===== config.mk =====
export PLATFORM = sky130hd
export DESIGN_NAME = seg_share_arbiter
export DESIGN_NICKNAME = d
export VERILOG_FILES = /design/src/rtl/seg_share_arbiter.sv
export SDC_FILE = /design/constraint.sdc
export NUM_CORES = 1
export LEC_CHECK = 0
export ABC_AREA = 1
export CAP_MARGIN = 20
export CORE_AREA = 4 4 64 66
export CTS_CLUSTER_DIAMETER = 80
export DETAILED_ROUTE_END_ITERATION = 7
export DIE_AREA = 0 0 68 70
export PLACE_DENSITY_LB_ADDON = 0.25
export SLEW_MARGIN = 20
export SYNTH_ARGS = -nofsm -noshare
export SYNTH_HDL_FRONTEND = slang
export SYNTH_SLANG_ARGS = --single-unit

===== constraint.sdc =====
create_clock -name clk -period 3.76 [get_ports clk]
set_input_delay 0.376 -clock clk [delete_from_list [all_inputs] [get_ports clk]]
set_output_delay 0.376 -clock clk [all_outputs]
set_load 0.01 [all_outputs]

===== src/rtl/seg_share_arbiter.sv =====
// Round-robin share of one registered hex-to-7-segment display among three requesters.
// Optional build macro SEG_ACTIVE_LOW_EN inverts every seg value for common-anode displays.
module seg_share_arbiter #(
    parameter int HOLD_CYCLES = 8,
    parameter int CNT_W       = 8
) (
    input  logic       clk,
    input  logic       rst_n,
    input  logic [2:0] req,
    input  logic [3:0] val0,
    input  logic [3:0] val1,
    input  logic [3:0] val2,
    output logic [6:0] seg,
    output logic [2:0] gnt,
    output logic       busy,
    output logic       done
);

    typedef enum logic [1:0] {IDLE, SHOW, GAP} state_t;

`ifdef SEG_ACTIVE_LOW_EN
    localparam logic [6:0] SEG_BLANK = 7'h7F;
`else
    localparam logic [6:0] SEG_BLANK = 7'h00;
`endif

    localparam logic [CNT_W-1:0] CNT_LOAD = CNT_W'(HOLD_CYCLES - 1);

    state_t           state;
    logic [1:0]       rr_last;
    logic [CNT_W-1:0] cnt;
    logic [1:0]       c1, c2;
    logic [1:0]       win;
    logic             win_vld;
    logic [3:0]       win_val;
    logic [2:0]       win_oh;

    function automatic logic [6:0] hex2seg(input logic [3:0] v);
        logic [6:0] s;
        case (v)
            4'h0: s = 7'h3F;  4'h1: s = 7'h06;  4'h2: s = 7'h5B;  4'h3: s = 7'h4F;
            4'h4: s = 7'h66;  4'h5: s = 7'h6D;  4'h6: s = 7'h7D;  4'h7: s = 7'h07;
            4'h8: s = 7'h7F;  4'h9: s = 7'h6F;  4'hA: s = 7'h77;  4'hB: s = 7'h7C;
            4'hC: s = 7'h39;  4'hD: s = 7'h5E;  4'hE: s = 7'h79;  default: s = 7'h71;
        endcase
`ifdef SEG_ACTIVE_LOW_EN
        return ~s;
`else
        return s;
`endif
    endfunction

    function automatic logic [1:0] next_idx(input logic [1:0] i);
        return (i == 2'd2) ? 2'd0 : i + 2'd1;
    endfunction

    // Search order rr_last+1, rr_last+2, rr_last (mod 3)
    always_comb begin
        c1      = next_idx(rr_last);
        c2      = next_idx(c1);
        win     = 2'd0;
        win_vld = 1'b0;
        if (req[c1]) begin
            win = c1;  win_vld = 1'b1;
        end else if (req[c2]) begin
            win = c2;  win_vld = 1'b1;
        end else if (req[rr_last]) begin
            win = rr_last;  win_vld = 1'b1;
        end
        case (win)
            2'd0:    win_val = val0;
            2'd1:    win_val = val1;
            default: win_val = val2;
        endcase
        win_oh = 3'b001 << win;
    end

    always_ff @(posedge clk or negedge rst_n) begin
        if (!rst_n) begin
            state   <= IDLE;
            rr_last <= 2'd2;
            cnt     <= '0;
            seg     <= SEG_BLANK;
            gnt     <= 3'b000;
            busy    <= 1'b0;
            done    <= 1'b0;
        end else begin
            case (state)
                IDLE: begin
                    seg  <= SEG_BLANK;
                    gnt  <= 3'b000;
                    busy <= 1'b0;
                    done <= 1'b0;
                    if (win_vld) begin
                        seg     <= hex2seg(win_val);
                        gnt     <= win_oh;
                        busy    <= 1'b1;
                        cnt     <= CNT_LOAD;
                        rr_last <= win;
                        state   <= SHOW;
                    end
                end
                SHOW: begin
                    // gnt is one-hot of the current owner, so this tests req[owner]
                    if (cnt == '0 || (req & gnt) == 3'b000) begin
                        seg   <= SEG_BLANK;
                        gnt   <= 3'b000;
                        done  <= 1'b1;
                        state <= GAP;
                    end else begin
                        cnt <= cnt - 1'b1;
                    end
                end
                GAP: begin
                    done  <= 1'b0;
                    busy  <= 1'b0;
                    state <= IDLE;
                end
                default: state <= IDLE;
            endcase
        end
    end

endmodule


======== Yosys cells after proc, flatten, opt, wreduce, memory -nomap -nowiden ========
Memories as Yosys holds them, arrays and structs flattened.
Index checks and enable logic that the tools add are counted.
word-level totals
  flip-flop bits (word level) ............. 24
  memory bits (read-only) ................. 112
  bits of input ports ..................... 17
  memories kept ........................... 1
operators by class
  add/subtract/negate cells ............... 3
  $lt $le $gt $ge ......................... 3
  equality and inequality tests ........... 8
  shifts and indexed selects .............. 1
  multiplexer cells ....................... 31
  bitwise operators ....................... 1
  reductions and logical operators ........ 14
memory list
  memory           depth  bits a word  rd ports  clocked after Yosys merged registers in  write ports  line  RTL
  (no name shown)  16     7            1         0                                        0            40    case (v)
operator list
  operator               count
  $mux W8                2
  $pmux W8 S2            1
  $mux W2                7
  $mux W7                2
  $pmux W7 S2            1
  $lt A2 B3 Y1 const B   3
  $logic_not A8 Y1       1
  $mux W1                8
  $pmux W4 S2            1
  $reduce_and A2 Y1      4
  $sub A8 B1 Y8 const B  1
  $bmux W1 S2            3
  $eq A2 B2 Y1 const B   3
  $mux W3                2
  $ne A2 B2 Y1 const B   3
  $pmux W3 S2            1
  $reduce_bool A2 Y1     3
  $add A2 B1 Y2 const B  2
  $eq A2 B1 Y1 const B   2
  $logic_not A2 Y1       2
  $pmux W1 S2            2
  $pmux W2 S2            1
  $and A3 B3 Y3          1
  $logic_not A3 Y1       1
  4 further kinds        4

======== Logic depth before layout (Yosys ltp) ========
An unclocked memory read counts as a cell.
  depth after elaboration ................. 13
  mapped depth ............................ 17
  mapped depth without buffers ............ 17

======== Worst setup path before layout ========
Ideal clock, no wire load.
  path type ............................... reg-to-reg
  start ................................... reg rr_last[1]
  end ..................................... reg seg[1]
  setup time .............................. 0.117 ns
  arrival ................................. 2.047 ns
  required time ........................... 3.643 ns
  setup slack ............................. 1.597 ns
  stages on the path, launching flop included .. 17
  path buffers ............................ 0
  cell sequence ........................... dfstp_2 > inv_2 > nand3_2 > nand3_2 > nor2_2 > nand2_2 > nand2_4 > nor2_8 > nand2_1 > nand3_2 > inv_1 > ha_1 > nand3b_1 > nand2_1 > nand2_1 > nand2_1 > nand2_1
on the way
  longest elaborated chain between the ends .. 13
  elaborated cells on any way between the ends .. 24
  classes of those cells .................. 2 x add/sub; 3 x eq/ne; 17 x mux; 1 x reduce/logical; 1 x memory
ends and longest elaborated chain
  item                                              line  RTL
  from (decl)                                       30    logic [1:0] rr_last;
  from (signal assigned)                            99    rr_last <= win;
  $add A2 B1 Y2 or $eq A2 B2 Y1 (tied branches)     54    return (i == 2'd2) ? 2'd0 : i + 2'd1;
  $mux W2                                           54
  $add A2 B1 Y2 or $eq A2 B2 Y1 (tied branches)     54
  $mux W2                                           54
  $bmux W1 S2                                       65    end else if (req[c2]) begin
  $mux W1 (not written as such)                     65
  $mux W2                                           65
  $mux W2                                           63    if (req[c1]) begin
  $eq A2 B1 Y1 or $logic_not A2 Y1 (tied branches)  70    case (win)
  $pmux W4 S2                                       70
  $mem_v2 Z16 W7                                    n/a
  $mux W7 (*)                                       94    if (win_vld) begin
  $pmux W7 S2 (*)                                   88    case (state)
  to (signal assigned)                              95    seg <= hex2seg(win_val);
  to (decl)                                         13    output logic [6:0] seg,
Every way passes the cells marked *; elsewhere a longest branch is shown, timed or not. The select of a mux whose other input is x is not followed.
A chain may end at the register's enable or synchronous reset.

======== Worst setup path in the final report ========
  start ................................... in req[2]
  end ..................................... reg seg[1]
on the way
  longest elaborated chain between the ends .. 10
  elaborated cells on any way between the ends .. 23
  classes of those cells .................. 2 x eq/ne; 15 x mux; 1 x bitwise; 4 x reduce/logical; 1 x memory
ends and longest elaborated chain
  item                                              line  RTL
  from (decl)                                       9     input logic [2:0] req,
  $bmux W1 S2                                       67    end else if (req[rr_last]) begin
  $mux W1 (not written as such)                     67
  $mux W2                                           67
  $mux W2                                           65
  $mux W2                                           63
  $eq A2 B1 Y1 or $logic_not A2 Y1 (tied branches)  70
  $pmux W4 S2                                       70
  $mem_v2 Z16 W7                                    n/a
  $mux W7                                           94
  $pmux W7 S2                                       88
Parallel ways exist; a longest one is shown, timed or not. The select of a mux whose other input is x is not followed.

==> key figures <==
Run status
  • Status: finished clean

Cells and area
  • Layout cell share with drive strength beyond 1: about 15%
  • FILL cells: around 360
  • Finished Layout Cells: 299
  • Reg area: approximately 600 sq um
  • Area added between synthesis and finish: 21.26%
  • Antenna diodes: 0
  • Nets: around 280
  • Area of the multi-input gates: 957.2 sq um

Detailed routing
  • Final wirelength: approximately 3300 um
  • DRT iter0 DRCs: 84
  • First drt pass iteration count: 4
  • Wire per inst: ~11 um
  • Vias per cell: a little under 5
  • # DRC: 0
  • DR vias: around 1400
  • Post-DRT Antenna Nets: 0

CTS
  • H-tree levels: 1
  • CTS Buf Count: 3
  • Resize count post-CTS: 0
  • Clk root buf: clkbuf_4
  • Cts hold-fix bufs: 0
  • CTS tree: done
  • CTS max path bufs: 2
  • Setup repair bufs after CTS: 0
  • Clk pin slew, worst setup/hold paths: roughly 0.13 ns
  • Sink Count: 24
  • Worst skew pair latency: 0.32 ns

Timing
  • Slew Viols, Final: 0
  • Setup tns final: 0 ns
  • Final setup violation count: 0
  • Max-slew headroom: around two thirds
  • Min Tclk post-route: approximately 2.4 ns
  • Final period util: ~64%
  • Unrepaired setup endpoints after global routing: no
  • Final Worst Setup Slack: 1.360 ns
  • Slew @ Worst Pin: roughly 0.51 ns
  • Max Fclk: 0.4168 GHz
  • Clock Skew: around 0.0033 ns
  • Final Hold Viols: 0

GRT
  • Met3 Usage GRT: roughly 2.4%
  • Met1 usage: 20.80%
  • Largest net degree at the start of global routing: 25
  • Met2 Usage GRT: between 20% and 30%
  • Total track usage: approximately 16%
  • Global route total overflow: 0
  • Antenna violations before repair: 0
  • Vias in the first global route: between 1000 and 1500
  • First-pass GRT wire length: between 5000 and 6000 um
  • Top Usage Layer GRT: met2

Pwr
  • NetSw: between 0.0007 and 0.0008 W
  • Cell internal pwr: just over 0.0008 W
  • Seq pwr share: 25.8%
  • Pwr Density: ~790 mW/mm^2
  • Sw Share: slightly below 50%
  • VDD IR max: about 340 uV
  • Clock share of power: between 8 and 9%
  • Combinational share of power: 65.8%
  • Static Leakage: between 1 and 1.5 nW

Synth
  • Sequential share of the synthesized area: between 30% and 40%
  • Synth area leader: dfrtp_1
  • Synth Flop Type: dfrtp_1
  • Most frequent cell after synthesis: nand2_1
  • Mean Syn Cell Area: 7.649 sq um
  • Mapped Area: ~0.0017 sq mm
  • Ys async rst share: 100.0%
  • Yosys reg bits: 24
  • Top cell type's share of synthesized area: 34.20%
  • Post-Synth Adder-Cell Area: 5.948%
  • Netlist cell types: 33
  • Post-synth top cells: 70 x nand2_1, 23 x dfrtp_1, 23 x inv_1, 19 x nand3_1, 12 x nor2_1
  • Post-synth EDFFs: 0
  • Ys Warns: 0
  • Synth Area in XOR/XNOR: 0%
  • Mux contribution to synthesized area: 0%
  • Top cells by area, synth: dfrtp_1 34%, nand2_1 16%, ha_1 5.9%
  • Main combinational cell family by area after synthesis: simple AND/OR/NAND/NOR gates
  • Synth Net Count: around 250
  • Post-synthesis cell count: 220
  • Synth Area in Compound Gates: about a tenth
  • Post-Synth Simple-Gate Area: about two fifths

Run
  • Max-Cap Viols: 0

Place
  • Final RePlAce weighted congestion: between 0.8 and 0.9
  • Number of port buffers: 28
  • Dpl cells: approximately 300
  • Dpl hpwl: between 2000 and 3000 um
  • Pre-CTS setup slack: roughly 1.0 ns

Critical path
  • Data arrival, critical path: 2.63 ns
  • Critical path endpoint category: flip-flop
  • CP Launch Type: input port
  • Worst path cell trace: clkdlybuf4s50_1 > nand3_2 > nand3_2 > nor2_2 > nand2_2 > nand2_4 > nor2_8 > nand2_1 > nand3_2 > inv_1 > ha_1 > nand3b_1 > nand2_1 > nand2_1 > nand2_1 > nand2_1
  • Most used cell, CP: nand2_1
  • Crit path largest cell delay: 0.55 ns
  • Critical path buffer and inverter count: 2
  • CP top delay family: simple AND/OR/NAND/NOR gates
  • CP max-delay cell: clkdlybuf4s50_1
  • Crit-path max FO: 5
  • Req. time, crit path: 3.99 ns
  • Critical path class: input port to flip-flop

Floorplan
  • # rows: 22
  • IO Pins: 29
  • Initial Util: between 40% and 50%
  • Die W: 68 um
  • Die Ht: 70 um
  • CORE AREA: about 0.0036 sq mm
  • Die ar.: approximately 0.0048 sq mm

Worst hold path
  • Worst Hold Class: input port to asynchronous set/reset pin
## state kept, by name, summed over array words and instances (netlist names)
name / flops
cnt: 8
seg: 7
gnt: 3
rr_last: 2
state: 2
busy: 1
done: 1
## cells in the final DEF, fill, tap and decap left out, types with 2 or more instances in the layout
cell and count:
ha_1 8, dfrtp_1 23, a21oi_1 7, nor2_2 2, nand2_2 5, nand3_1 19
nand4_1 4, nand2_8 2, inv_2 4, o21ai_1 6, o21ai_0 8, nand2_1 70
nand2_4 2, nor3_1 2, or2_2 2, nand3_2 5, nor2_1 12, clkbuf_4 3
nor2_8 2, inv_1 23, clkdlybuf4s50_1 27
## worst paths after layout
check | startpoint | slack (ns) | cells past startpoint | endpoint
worst min-delay path | rst_n | 0.005 | 1 | state[1]
worst min register to register | busy | 0.49 | 2 | busy
worst max register to register | rr_last[1] | 1.41 | 16 | seg[1]
worst max-delay path | req[2] | 1.36 | 16 | seg[1]
min in group clk | busy | 0.49 | 2 | busy
max in group asynchronous | rst_n | 3.40 | 1 | rr_last[1]
## per-stage QoR
step	cell area, sq um	utilization [%]	hold WS (ns)	total power, W
2_1_floorplan	1683	-	0.08041	0.001208
3_3_place_gp	2009	56.15	0.4635	0.001476
3_5_place_dp	2009	56.15	0.4709	0.001490
4_1_cts	2046	57.17	0.5000	0.001626
5_1_grt	2041	57.03	0.03087	0.001789
6_report	2041	57.03	0.004759	0.001609
## area by class of cell
type	instances	share of cell area (%)
Clock buffer	4	1.778
Inverter	29	5.395
Multi-Input combinational cell	166	46.90
Sequential cell	24	29.49
Tap cell	48	2.943
Timing Repair Buffer	28	13.49
## cells by family after synthesis
family,count (synthesis)
AOI/OAI and AO/OA,26
adders and majority gates,8
buffers and inverters,30
DFF,24
and+or+nand+nor,132
## power groups by stage
stage	clock network (W)	logic, W	registers (W)
after floorplan	0	0.000772	0.000435
after global placement	0	0.00106	0.000421
after detailed placement	0	0.00107	0.000420
after CTS	0.000140	0.00107	0.000416
after global routing	0.000152	0.00121	0.000424
final	0.000136	0.00106	0.000415
## layer usage
| layer | part of all wire [%] | up-vias | routed length, um |
|---|---|---|---|
| met2 | 47 | 21 | 1543 |
| met3 | 2.7 | 5 | 89 |
| li1 | - | 771 | - |
| met1 | 49 | 646 | 1605 |
| met5 | 0 | - | 0 |
| met4 | 1.5 | 0 | 48 |
Power figures use the tool's default switching activity.
